File: config.mk
export PLATFORM = sky130hd
export DESIGN_NAME = clock_time_counter
export DESIGN_NICKNAME = d
export VERILOG_FILES = /design/src/rtl/clock_time_counter.sv
export SDC_FILE = /design/constraint.sdc
export NUM_CORES = 1
export LEC_CHECK = 0
export CAP_MARGIN = 20
export CORE_MARGIN = 4
export CORE_UTILIZATION = 35
export CTS_CLUSTER_SIZE = 25
export DETAILED_ROUTE_END_ITERATION = 10
export REMOVE_ABC_BUFFERS = 1
export SYNTH_ARGS = -nofsm -noshare
export SYNTH_HDL_FRONTEND = slang
export SYNTH_SLANG_ARGS = --single-unit
File: constraint.sdc
create_clock -name i_clk -period 1.9 [get_ports i_clk]
set_input_delay 0.38 -clock i_clk [delete_from_list [all_inputs] [get_ports i_clk]]
set_output_delay 0.38 -clock i_clk [all_outputs]
set_load 0.005 [all_outputs]
File: src/rtl/clock_time_counter.sv
// 24-hour hh:mm:ss timekeeping core with an integrated 1 Hz prescaler.
// Set mode pauses counting and steps one selected field from edge-detected buttons.
module clock_time_counter #(
    parameter int unsigned DIV = 100000000
) (
    input  logic       i_clk,
    input  logic       i_reset,
    input  logic       i_mode,
    input  logic       i_set,
    input  logic       i_sec,
    input  logic       i_min,
    input  logic       i_hour,
    input  logic       i_up,
    input  logic       i_down,
    output logic [5:0] o_count_h,
    output logic [5:0] o_count_m,
    output logic [5:0] o_count_s
);

    localparam int unsigned CW = (DIV > 1) ? $clog2(DIV) : 1;
    localparam logic [CW-1:0] CntMax = CW'(DIV - 1);

    logic [CW-1:0] cnt_q, cnt_d;
    logic          up_q, down_q, mode_q;
    logic [5:0]    h_q, h_d, m_q, m_d, s_q, s_d;
    logic          tick, up_evt, down_evt;

    // Single-step a field with wrap in both directions; no carry leaves the field.
    function automatic logic [5:0] step_wrap(input logic [5:0] v, input logic [5:0] max,
                                             input logic up);
        if (up) begin
            return (v == max) ? 6'd0 : v + 6'd1;
        end
        return (v == 6'd0) ? max : v - 6'd1;
    endfunction

    // The count is held at zero in set mode, so a partial second is always discarded.
    always_comb begin
        tick  = ~i_mode & ~mode_q & (cnt_q == CntMax);
        cnt_d = cnt_q;
        if (i_mode || cnt_q == CntMax) begin
            cnt_d = '0;
        end else begin
            cnt_d = cnt_q + CW'(1);
        end
    end

    assign up_evt   = i_up & ~up_q;
    assign down_evt = i_down & ~down_q;

    always_comb begin
        h_d = h_q;
        m_d = m_q;
        s_d = s_q;
        if (!i_mode) begin
            if (tick) begin
                if (s_q == 6'd59) begin
                    s_d = 6'd0;
                    if (m_q == 6'd59) begin
                        m_d = 6'd0;
                        h_d = (h_q == 6'd23) ? 6'd0 : h_q + 6'd1;
                    end else begin
                        m_d = m_q + 6'd1;
                    end
                end else begin
                    s_d = s_q + 6'd1;
                end
            end
        end else if (i_set && (up_evt ^ down_evt)) begin
            if (i_sec) begin
                s_d = step_wrap(s_q, 6'd59, up_evt);
            end else if (i_min) begin
                m_d = step_wrap(m_q, 6'd59, up_evt);
            end else if (i_hour) begin
                h_d = step_wrap(h_q, 6'd23, up_evt);
            end
        end
    end

    always_ff @(posedge i_clk or negedge i_reset) begin
        if (!i_reset) begin
            cnt_q  <= '0;
            up_q   <= 1'b0;
            down_q <= 1'b0;
            mode_q <= 1'b0;
            h_q    <= 6'd0;
            m_q    <= 6'd0;
            s_q    <= 6'd0;
        end else begin
            cnt_q  <= cnt_d;
            up_q   <= i_up;
            down_q <= i_down;
            mode_q <= i_mode;
            h_q    <= h_d;
            m_q    <= m_d;
            s_q    <= s_d;
        end
    end

    assign o_count_h = h_q;
    assign o_count_m = m_q;
    assign o_count_s = s_q;

endmodule

# Word level (Yosys, flattened, before mapping)
# Index checks and enable logic that the tools add are counted.
[totals]
output_inout_bits = 18
wordCells = 88
reg_bits = 48
[op_classes]
reduce_logical = 11
n_eq_ne = 10
bitwise_logic = 9
n_addsub = 7
mux = 44
[ops]
columns = ["op", "count"]
rows = [
  ["2-to-1 mux 6 bit", 30],
  ["adder 27 x 1 -> 27 bit, second input constant", 1],
  ["== test 27 bit, second input constant", 1],
  ["2-to-1 mux 27 bit", 1],
  ["adder 6 x 1 -> 6 bit, second input constant", 3],
  ["logical NOT 6 bit", 3],
  ["subtractor 6 x 1 -> 6 bit, second input constant", 3],
  ["2-to-1 mux 1 bit", 13],
  ["== test 6 bit, second input constant", 2],
  ["!= test 2 x 1 -> 1 bit, second input constant", 4],
  ["AND reduction 7 bit", 1],
  ["== test 6 x 5 -> 1 bit, second input constant", 1],
  ["nonzero test 2 bit", 3],
  ["AND reduction 5 bit", 1],
  ["AND 1 bit", 4],
  ["!= test 2 bit, second input constant", 2],
  ["inverter 1 bit", 4],
  ["AND reduction 3 bit", 1],
  ["logical AND 1 bit", 1],
  ["logical OR 1 bit", 1],
  ["XOR 1 bit", 1],
]

# Depth between registers and ports, before layout
# Gate-level depths: netlist of the first run.
[logic_depth]
ltp_word = 14
depth_mapped = 7
ltp_nobuf = 7

# Worst setup path before layout of the first run
# Ideal clock, no wire load.
[synth_path]
path_type = "register to register"
startpoint = "register cnt_q[0]"
endpoint = "register h_q[4], in the netlist o_count_h[4]"
setup_ns = 0.126
arrival_ns = 1.954
path_stages_with_launch = 8
slack_ns = -0.180
t_required_ns = 1.774
period_less_slack_ns = 2.080
n_path_buf = 1
path_cell_list = "dfrtp_1 -> ha_1 -> nand3_1 -> nor4_4 -> a31oi_4 -> or2_1 -> buf_6 -> o32a_1"
[synth_via]
elab_chain_len = 4
[synth_rtl]
columns = ["item", "line", "source"]
rows = [
  ["start: declaration", "23", "logic [CW-1:0] cnt_q, cnt_d;"],
  ["start signal: assignment", "90", "cnt_q <= cnt_d;"],
  ["== test 27 bit", "39", "tick = ~i_mode & ~mode_q & (cnt_q == CntMax);"],
  ["AND 1 bit", "39", ""],
  ["nonzero test 2 bit (no line)", "--", ""],
  ["AND reduction 7 bit (no line)", "--", ""],
  ["end signal: assignment", "86", "h_q <= 6'd0;"],
  ["end signal: assignment", "94", "h_q <= h_d;"],
  ["end: declaration", "25", "logic [5:0] h_q, h_d, m_q, m_d, s_q, s_d;"],
]
# Every way passes these cells.
# A chain may end at the register's enable or synchronous reset.

# Worst setup path in the final report of the first run
[layout_path]
startpoint = "register cnt_q[11]"
endpoint = "register s_q[2], in the netlist o_count_s[2]"
[layout_via]
elab_chain_len = 4
[layout_rtl]
columns = ["item", "line", "source"]
rows = [
  ["== test 27 bit", "39", ""],
  ["AND 1 bit", "39", ""],
  ["nonzero test 2 bit (no line)", "--", ""],
  ["AND reduction 3 bit (no line)", "--", ""],
  ["end signal: assignment", "88", "s_q <= 6'd0;"],
  ["end signal: assignment", "96", "s_q <= s_d;"],
  ["end: declaration", "25", ""],
]
# Every way passes these cells.

==> reports/metrics.yaml, run 1 <==
core_mm2: 0.00868
rr_startpoint: "cnt_q[11]"
status: "finished with violations"
grtUsageTotal_pct: 16.2
setup_slack_ns: -0.0468
skew_ns: 0.00900
cts_sinks: 48
placed_area_mm2: 0.00390
postCtsHoldBufs: 0
worstPathCellList: "or4_4 > nor4b_4 > nand2_2 > a221oi_2 > o22ai_1"
hpwl_um: 5830
critPathBufInv: 0
synth.most_common_cell: "dfrtp_1"
fmax_mhz: 514
place_inst: 529
finalCritPeriodShare_pct: 102
diodes: 0
synth-simple-area-share_pct: 26.9
viasPerCell: 5.45
max_stage_delay_ns: 0.57
die_x_um: 102
fin_util_pct: 50.2
finish.instance_area_mm2: 0.00436
setup.worst_path.start: "cnt_q[11]"
hold_violations: 0
clk_pin_slew_ns: 0.10
power_w: 0.00379
drt_iter0_drc: 123
drt-pass1-iter-count: 5
netlist_instances: 349
worst_ep_required_time_ns: 2.10
drive_gt1_share_pct: 28.2
htree_num_levels: 2
slowest_stage: "or4_4"
grt_pass1_vias: 2934
violations: "negative setup slack"
synth_top_area_share_pct: 38.8
drc_errors: 0
cts_tree: "done"
grt-ovfl-total: 0
antenna_left: 0
vias: 2963
slew_headroom_pct: 73.7
seq_area_frac_synth_pct: 38.8
synth-xor-area-share_pct: 7.93
cp-end-kind: "flop"
worstSkewPairLatency_ns: 0.31
cts_inserted_buffers: 5
place.gp.congestion: 0.894
dieHeight_um: 102
syn_to_final_growth_pct: 41.0
grt_pass1_wl_um: 13700
synth_compound_area_share_pct: 16.7
worst_slew_pin_slew_ns: 0.390
layout.nets: 455
io-pin-count: 27
slew_violations: 0
ir_worst_vdd_v: 0.000501
netlist_top_cells_count: "dfrtp_1 (48), nor2_1 (39), nand3_1 (22), nand2_1 (18), xnor2_1 (18)"
initial_core_util_pct: 35.6
syn_area_per_cell_um2: 8.86
worstPathArrival_ns: 2.15
ys.warnings.count: 0
synth_top_family_by_area: "simple AND/OR/NAND/NOR gates"
synthDistinctLibCells: 60
post_drt_wl_per_cell_um: 15.5
rsz0062_at_grt: "yes"
stdcell_count: 544
clk_path_buf_depth: 2
root_buffer: "clkbuf_8"
synthFlopType: "dfrtp_1"
row_count: 34
synth_area_leaders: "dfrtp_1 (39%), xnor2_1 (5.1%), nor2_1 (4.7%)"
grt_max_degree: 49
synth_adder_area_share_pct: 4.05
antenna_found_initial: 0
dieArea_mm2: 0.0104
layout_min_cycle_time_ns: 1.95
setup_viol: 6
fill_cells: 834
muxShareOfSynthArea_pct: 0.688
synth_edf_count: 0
worstSetupPathType: "reg2reg"
powerDensity_mw_per_mm2: 870
ys_async_sr_fraction_pct: 100
critPathLaunchType: "flop"
yosys.area.top_type: "dfrtp_1"
drv_cap: 0
min_path_type: "in2async"
io_buffers: 26
worstPathMaxFanout: 8
p_leak_nw: 1.81
synth_area_mm2: 0.00309
wl_um: 8410
ys_ff_latch: 48
cp_top_family: "simple AND/OR/NAND/NOR gates"
repair_timing:
| item | 4_1_cts | 5_1_grt |
|---|---|---|
| hold endpoints to repair | 0 | 0 |
| pin swaps | 7 | 18 |
| resized for setup | 15 | 32 |
| gates cloned | 0 | 0 |
| setup endpoints to repair | 18 | 21 |
| buffers inserted | 5 | 3 |
layout make-up:
type,instances,area (um^2),area share [%]
repair buffers,99,856,19.6
well taps,108,135,3.10
flip-flops and latches,48,1200,27.6
clock buffers,5,68.8,1.58
inverters,15,56.3,1.29
multi-input cells,267,1980,45.4
clock inverters,2,60.1,1.38
through the flow:
step                hold WS, ns  setup WS (ns)  TNS (ns)
finish                   0.0396        -0.0468    -0.168
global route             0.0648         -0.141     -1.33
CTS                      0.0592        -0.0513    -0.163
detailed placement        0.392         -0.266     -3.78
global placement          0.396         -0.201     -2.95
floorplan                0.0844         -0.128    -0.186
routing by layer:
| metal | GRT usage [%] | routed length, um | vias to the layer above |
|---|---|---|---|
| li1 | - | - | 1444 |
| met1 | 20.5 | 3650 | 1449 |
| met2 | 28.3 | 4360 | 63 |
| met3 | 2.53 | 344 | 7 |
| met4 | 5.05 | 60 | 0 |
| met5 | 0 | 0 | - |
flip-flops by register name, summed over array words and instances (netlist names):
register,flops
up_q,1
mode_q,1
o_count_m,6
cnt_q,27
o_count_s,6
down_q,1
o_count_h,6
path summary, 6_finish.rpt:
kind | to | slack [ns] | depth (start not counted)
max reg2reg | o_count_s[2] | -0.05 | 5
max | o_count_s[2] | -0.05 | 5
min | o_count_h[0] | 0.04 | 2
min in group i_clk | down_q | 0.54 | 1
max in group asynchronous | cnt_q[0] | 1.61 | 2
min reg2reg | cnt_q[26] | 0.56 | 2
logic make-up after synthesis:
logic type | after synthesis
AO/OA/AOI/OAI | 76
XOR/XNOR | 28
adder cells (fa/ha/maj) | 10
buffers and inverters | 34
flip-flops | 48
multiplexers | 2
AND/OR/NAND/NOR | 151
cell usage in the layout, fill, tap and decap left out, types with 4 or more instances in the layout:
cell type and count:
nand4_1 10, buf_6 4, nor3_1 13, a31oi_1 9
inv_1 15, xnor2_1 18, a21oi_1 14, and3_1 7
dfrtp_1 46, xor2_1 10, nand2_1 17, and2_1 5
o22ai_1 4, nor2_1 39, and4_1 5, ha_1 9
clkdlybuf4s50_1 25, nand3_1 20, o31ai_4 4, buf_4 66
o21ai_0 10, clkbuf_8 5
power breakdown:
part / switching [W] / internal, W
Sequential: 0.000109 / 0.00115
Combinational: 0.000833 / 0.000805
Clock: 0.000376 / 0.000519
Total: 0.00132 / 0.00247
No activity file was read; power rests on OpenSTA's default activity.
==> run 2, diff against run 1 <==
- REMOVE_ABC_BUFFERS: 1 -> default
- SLEW_MARGIN: default -> 40
- clock period: 1.9 -> 2.05 ns (I/O delays scaled with it)
==> reports/metrics.yaml, run 2 (same netlist as run 1, synthesis figures left out) <==
worstSetupPathType: "reg2reg"
final_cell_mix: "dfrtp_1 (48), buf_4 (47), nor2_1 (39)"
clk_pin_slew_ns: 0.10  # about the same
grtUsageTotal_pct: 14.9  # -1.3 points
ir_worst_vdd_v: 0.000230  # -54%
rr_startpoint: "cnt_q[10]"
largest_register_ffs: 27  # unchanged
cp-end-kind: "flop"
worstPathMaxFanout: 5  # -3
slowest_stage: "or4_4"
io-pin-count: 27  # unchanged
io_buffers: 26  # unchanged
fmax_mhz: 498  # -3.1%
skew_ns: 0.0170  # +0.00802 ns
post_drt_wl_per_cell_um: 14.4  # -7.0%
worstPathArrival_ns: 2.22  # +0.07 ns
worstPathCellList: "or4_4 > buf_4 > nor2_4 > a31oi_4 > or2_1 > buf_4 > o31ai_2"
wl_um: 7470  # -11%
critPathBufInv: 2  # +2
grt_max_degree: 31  # -37%
critPathLaunchType: "flop"
dieHeight_um: 102  # unchanged
grt_pass1_vias: 2708  # -7.7%
drive_gt1_share_pct: 18.7  # -9.5 points
place.gp.congestion: 0.850  # -4.9%
cp_top_family: "simple AND/OR/NAND/NOR gates"
layout_min_cycle_time_ns: 2.01  # +0.0617 ns
max_stage_delay_ns: 0.56  # about the same
row_count: 34  # unchanged
root_buffer: "clkbuf_8"
min_path_type: "in2async"
viasPerCell: 5.38  # -1.2%
vias: 2793  # -5.7%
htree_num_levels: 2  # unchanged
setup.worst_path.start: "cnt_q[10]"
dieArea_mm2: 0.0104  # unchanged
setup_slack_ns: 0.0415  # +0.0883 ns
drv_cap: 0  # unchanged
cts_tree: "done"
finalCritPeriodShare_pct: 98.0  # -4.5 points
tns_ns: 0  # +0.168 ns
regMostFlops: "cnt_q"
final_common_cell: "dfrtp_1"
initial_core_util_pct: 35.6  # unchanged
worstSkewPairLatency_ns: 0.30  # about the same
diodes: 0  # unchanged
slew_violations: 0  # unchanged
antenna_left: 0  # unchanged
core_mm2: 0.00868  # unchanged
setup_viol: 0  # -6
drt_iter0_drc: 92  # -25%
antenna_found_initial: 0  # unchanged
powerDensity_mw_per_mm2: 794  # -8.7%
rsz0062_at_grt: "yes"
worst_slew_pin_slew_ns: 0.492  # +0.102 ns
drt-pass1-iter-count: 4  # -1
p_leak_nw: 1.65  # -9.1%
cts_inserted_buffers: 5  # unchanged
hpwl_um: 5420  # -6.9%
status: "complete, no violations"
die_x_um: 102  # unchanged
slew_headroom_pct: 67.2  # -6.5 points
drc_errors: 0  # unchanged
layout.nets: 430  # -5.5%
clk_path_buf_depth: 2  # unchanged
power_w: 0.00311  # -18%
postCtsHoldBufs: 0  # unchanged
dp_slack_ns: -0.178  # +0.0886 ns
fill_cells: 864  # +3.6%
fin_hold_ws_ns: 0.0592  # +0.0197 ns
grt_pass1_wl_um: 12700  # -7.2%
synth_fp_nets: 368
grt-ovfl-total: 0  # unchanged
worst_ep_required_time_ns: 2.26  # +0.16 ns
cts_sinks: 48  # unchanged
hold_violations: 0  # unchanged
syn_to_final_growth_pct: 26.5
cp_common_cell: "buf_4"
[run 2: cell types whose count changed in the layout (fill, tap and decap cells not counted), moves of 3 or more]
| cell | delta |
|---|---|
| o31ai_4 | -4 |
| buf_4 | -19 |
| o31ai_2 | +3 |
| a21oi_1 | +3 |
| buf_6 | -4 |
[run 2: worst paths after layout]
kind	to	slack, ns	cells after the start
worst max-delay path	o_count_h[5]	0.04	7
worst min-delay path	o_count_h[2]	0.06	1
min in group i_clk	cnt_q[0]	0.48	1
worst max register to register	o_count_h[5]	0.04	7
max in group asynchronous	cnt_q[22]	1.45	2
worst min register to register	cnt_q[0]	0.48	1
[run 2: cell type report]
type                    instances  area [um^2]  area share, %
well taps                     108          135           3.45
clock buffers                   6         82.6           2.11
flip-flops and latches         48         1200           30.7
repair buffers                 74          628           16.1
clock inverters                 1         8.76          0.224
multi-input cells             267         1800           46.0
inverters                      15         56.3           1.44
[run 2: layer usage]
layer  vias up  routed length, um  track usage [%]  share of wire [%]
met4         0                 44             3.13               0.59
met5         -                  0                0                  0
met1      1342               3360             19.7                 45
met2        59               3750             25.7                 50
li1       1388                  -                -                  -
met3         4                318             2.66                4.3
[run 2: report_power, final]
group	leakage (nW)	internal, W	switching [W]
registers	0.631	0.00106	0.000146
logic	0.969	0.000663	0.000643
clock network	0.0473	0.000270	0.000320
[run 2: repair_timing]
item                       in CTS  in global routing
buffers inserted                0                  3
gates resized for setup         0                 12
setup endpoints to repair       0                 44
[run 2: through the flow]
stage                     instances  area [um^2]  util [%]
after global routing            519         3910      45.1
after CTS                       516         3830      44.1
final                           519         3910      45.1
after floorplan                 349         3090         -
after global placement          509         3740      43.1
after detailed placement        509         3740      43.1
==> run 3, diff against run 2 <==
- CORE_UTILIZATION: 35 -> 55
- PLACE_DENSITY: default -> 0.77
==> reports/metrics.yaml, run 3 (same netlist as run 1, synthesis figures left out) <==
status: "finished with violations"
violations: "negative setup slack"
cts_sinks: 48  # unchanged
regMostFlops: "cnt_q"
grt_pass1_wl_um: 12700  # -0.43%
initial_core_util_pct: 56.5  # +21 points
clk_path_buf_depth: 2  # unchanged
antenna_left: 0  # unchanged
setup_viol: 1  # +1
layout_min_cycle_time_ns: 2.07  # +0.0635 ns
switching_share_pct: 36.6  # +0.87 points
cts_tree: "done"
combPwrFrac_pct: 42.0  # about the same
worstPathMaxFanout: 6  # +1
rr_startpoint: "cnt_q[11]"
hpwl_um: 5390  # -0.56%
syn_to_final_growth_pct: 24.7
slowest_stage: "or4_4"
power_w: 0.00313  # +0.71%
worst_ep_required_time_ns: 2.23  # -0.03 ns
drv_cap: 0  # unchanged
antenna_found_initial: 0  # unchanged
worstSkewPairLatency_ns: 0.30  # about the same
worst_slew_pin_slew_ns: 0.607  # +0.115 ns
final_common_cell: "dfrtp_1"
grt-ovfl-total: 0  # unchanged
stdcell_count: 478  # -7.9%
htree_num_levels: 2  # unchanged
dp_slack_ns: -0.143  # +0.0343 ns
critPathBufInv: 2  # unchanged
drive_gt1_share_pct: 18.7  # about the same
viasPerCell: 6.12  # +14%
drt_iter0_drc: 126  # +37%
ff2ff_setup_slack_ns: -0.02  # -0.06 ns
clk_pin_slew_ns: 0.09  # about the same
powerDensity_mw_per_mm2: 811  # +2.1%
core_mm2: 0.00547  # -37%
finalCritPeriodShare_pct: 101  # +3.1 points
postCtsHoldBufs: 0  # unchanged
synth_fp_nets: 368  # unchanged
io_buffers: 26  # unchanged
place.gp.congestion: 0.891  # +4.8%
slew_violations: 0  # unchanged
grtUsageTotal_pct: 21.6  # +6.6 points
wl_um: 7610  # +1.9%
intPower_w: 0.00198  # -0.64%
fin_util_pct: 70.5  # +25 points
layout.nets: 424  # -1.4%
cp-end-kind: "flop"
dieArea_mm2: 0.00689  # -34%
grt_max_degree: 49  # +58%
die_x_um: 83.0  # -19%
fmax_mhz: 483  # -3.1%
p_seq_share_pct: 38.7  # -0.3 points
skew_ns: 0.00925  # -0.00776 ns
worstPathArrival_ns: 2.25  # +0.03 ns
setup.worst_path.start: "cnt_q[11]"
max_stage_delay_ns: 0.57  # about the same
drt-pass1-iter-count: 5  # +1
min_path_type: "in2async"
drc_errors: 0  # unchanged
vias: 2923  # +4.7%
post_drt_wl_per_cell_um: 15.9  # +11%
cts_inserted_buffers: 5  # unchanged
root_buffer: "clkbuf_8"
place_inst: 467  # -8.3%
io-pin-count: 27  # unchanged
p_leak_nw: 1.63  # -1.1%
ir_worst_vdd_v: 0.000675  # +190%
dieHeight_um: 83.0  # -19%
cp_top_family: "simple AND/OR/NAND/NOR gates"
final_cell_mix: "dfrtp_1 (48), buf_4 (40), nor2_1 (39)"
p_switching_w: 0.00114  # +3.2%
clock_power_share_pct: 19.3  # +0.3 points
worstSetupPathType: "reg2reg"
slew_headroom_pct: 59.5  # -7.7 points
hold_violations: 0  # unchanged
largest_register_ffs: 27  # unchanged
worstPathCellList: "or4_4 > buf_6 > nor2_4 > a31oi_4 > buf_4 > o31ai_1 > o31ai_2"
rsz0062_at_grt: "yes"
row_count: 27  # -21%
critPathLaunchType: "flop"
diodes: 0  # unchanged
grt_pass1_vias: 2768  # +2.2%
setup_slack_ns: -0.0220  # -0.0635 ns
tns_ns: -0.0220  # -0.0220 ns
[run 3: cell types whose count changed in the layout (fill, tap and decap cells not counted), sizes merged]
cell | before | now
clkinv | 1 | 0
buf | 49 | 43
clkinvlp | 0 | 2
[run 3: what timing repair did]
item | 4_1_cts | 5_1_grt
hold endpoints to repair | 0 | 0
buffers inserted | 1 | 2
cloned | 0 | 0
resized for setup | 5 | 13
endpoints found under the setup margin | 11 | 42
pin swaps | 2 | 3
[run 3: final timing paths]
check | endpoint | cells after the start
setup / recovery | o_count_h[3] | 7
max in group asynchronous | cnt_q[18] | 2
setup reg to reg | o_count_h[3] | 7
hold reg to reg | cnt_q[0] | 2
min in group i_clk | cnt_q[0] | 2
hold / removal | o_count_h[2] | 2
[run 3: worst register-to-register path: cells and delay by family, from the launching register on]
family	cells	cell delay (ns)
and+or+nand+nor	2	0.69
AOI/OAI and AO/OA	3	0.54
DFF	1	0.39
buffers and inverters	2	0.33
[run 3: through the flow]
stage               hold slack, ns  instance area, um^2
finish                       0.193                 3860
global route                 0.239                 3860
CTS                          0.215                 3760
detailed placement           0.526                 3640
global placement             0.522                 3640
floorplan                    0.114                 3090
[run 3: final cells by class]
class | instances | area [um^2]
timing repair buffer | 68 | 578
clock buffer | 6 | 82.6
tap | 72 | 90.1
fill | 429 | 1620
inverter | 15 | 56.3
sequential | 48 | 1200
clock inverter | 2 | 15.0
multi-input combinational | 267 | 1830
[run 3: layer usage]
layer  vias to the layer above  part of all wire (%)  global-route usage (%)
li1                       1384                     -                       -
met1                      1408                    41                    27.3
met2                       115                    51                    37.5
met3                        16                   6.3                    3.87
met4                         0                   1.9                    6.24
met5                         -                     0                       0
[run 3: power by group through the flow]
stage | Combinational [W] | Sequential, W | Clock [W]
floorplan | 0.000738 | 0.00122 | 0
global placement | 0.00126 | 0.00121 | 0
detailed placement | 0.00128 | 0.00122 | 0
CTS | 0.00130 | 0.00121 | 0.000618
global route | 0.00144 | 0.00124 | 0.000663
finish | 0.00132 | 0.00121 | 0.000603
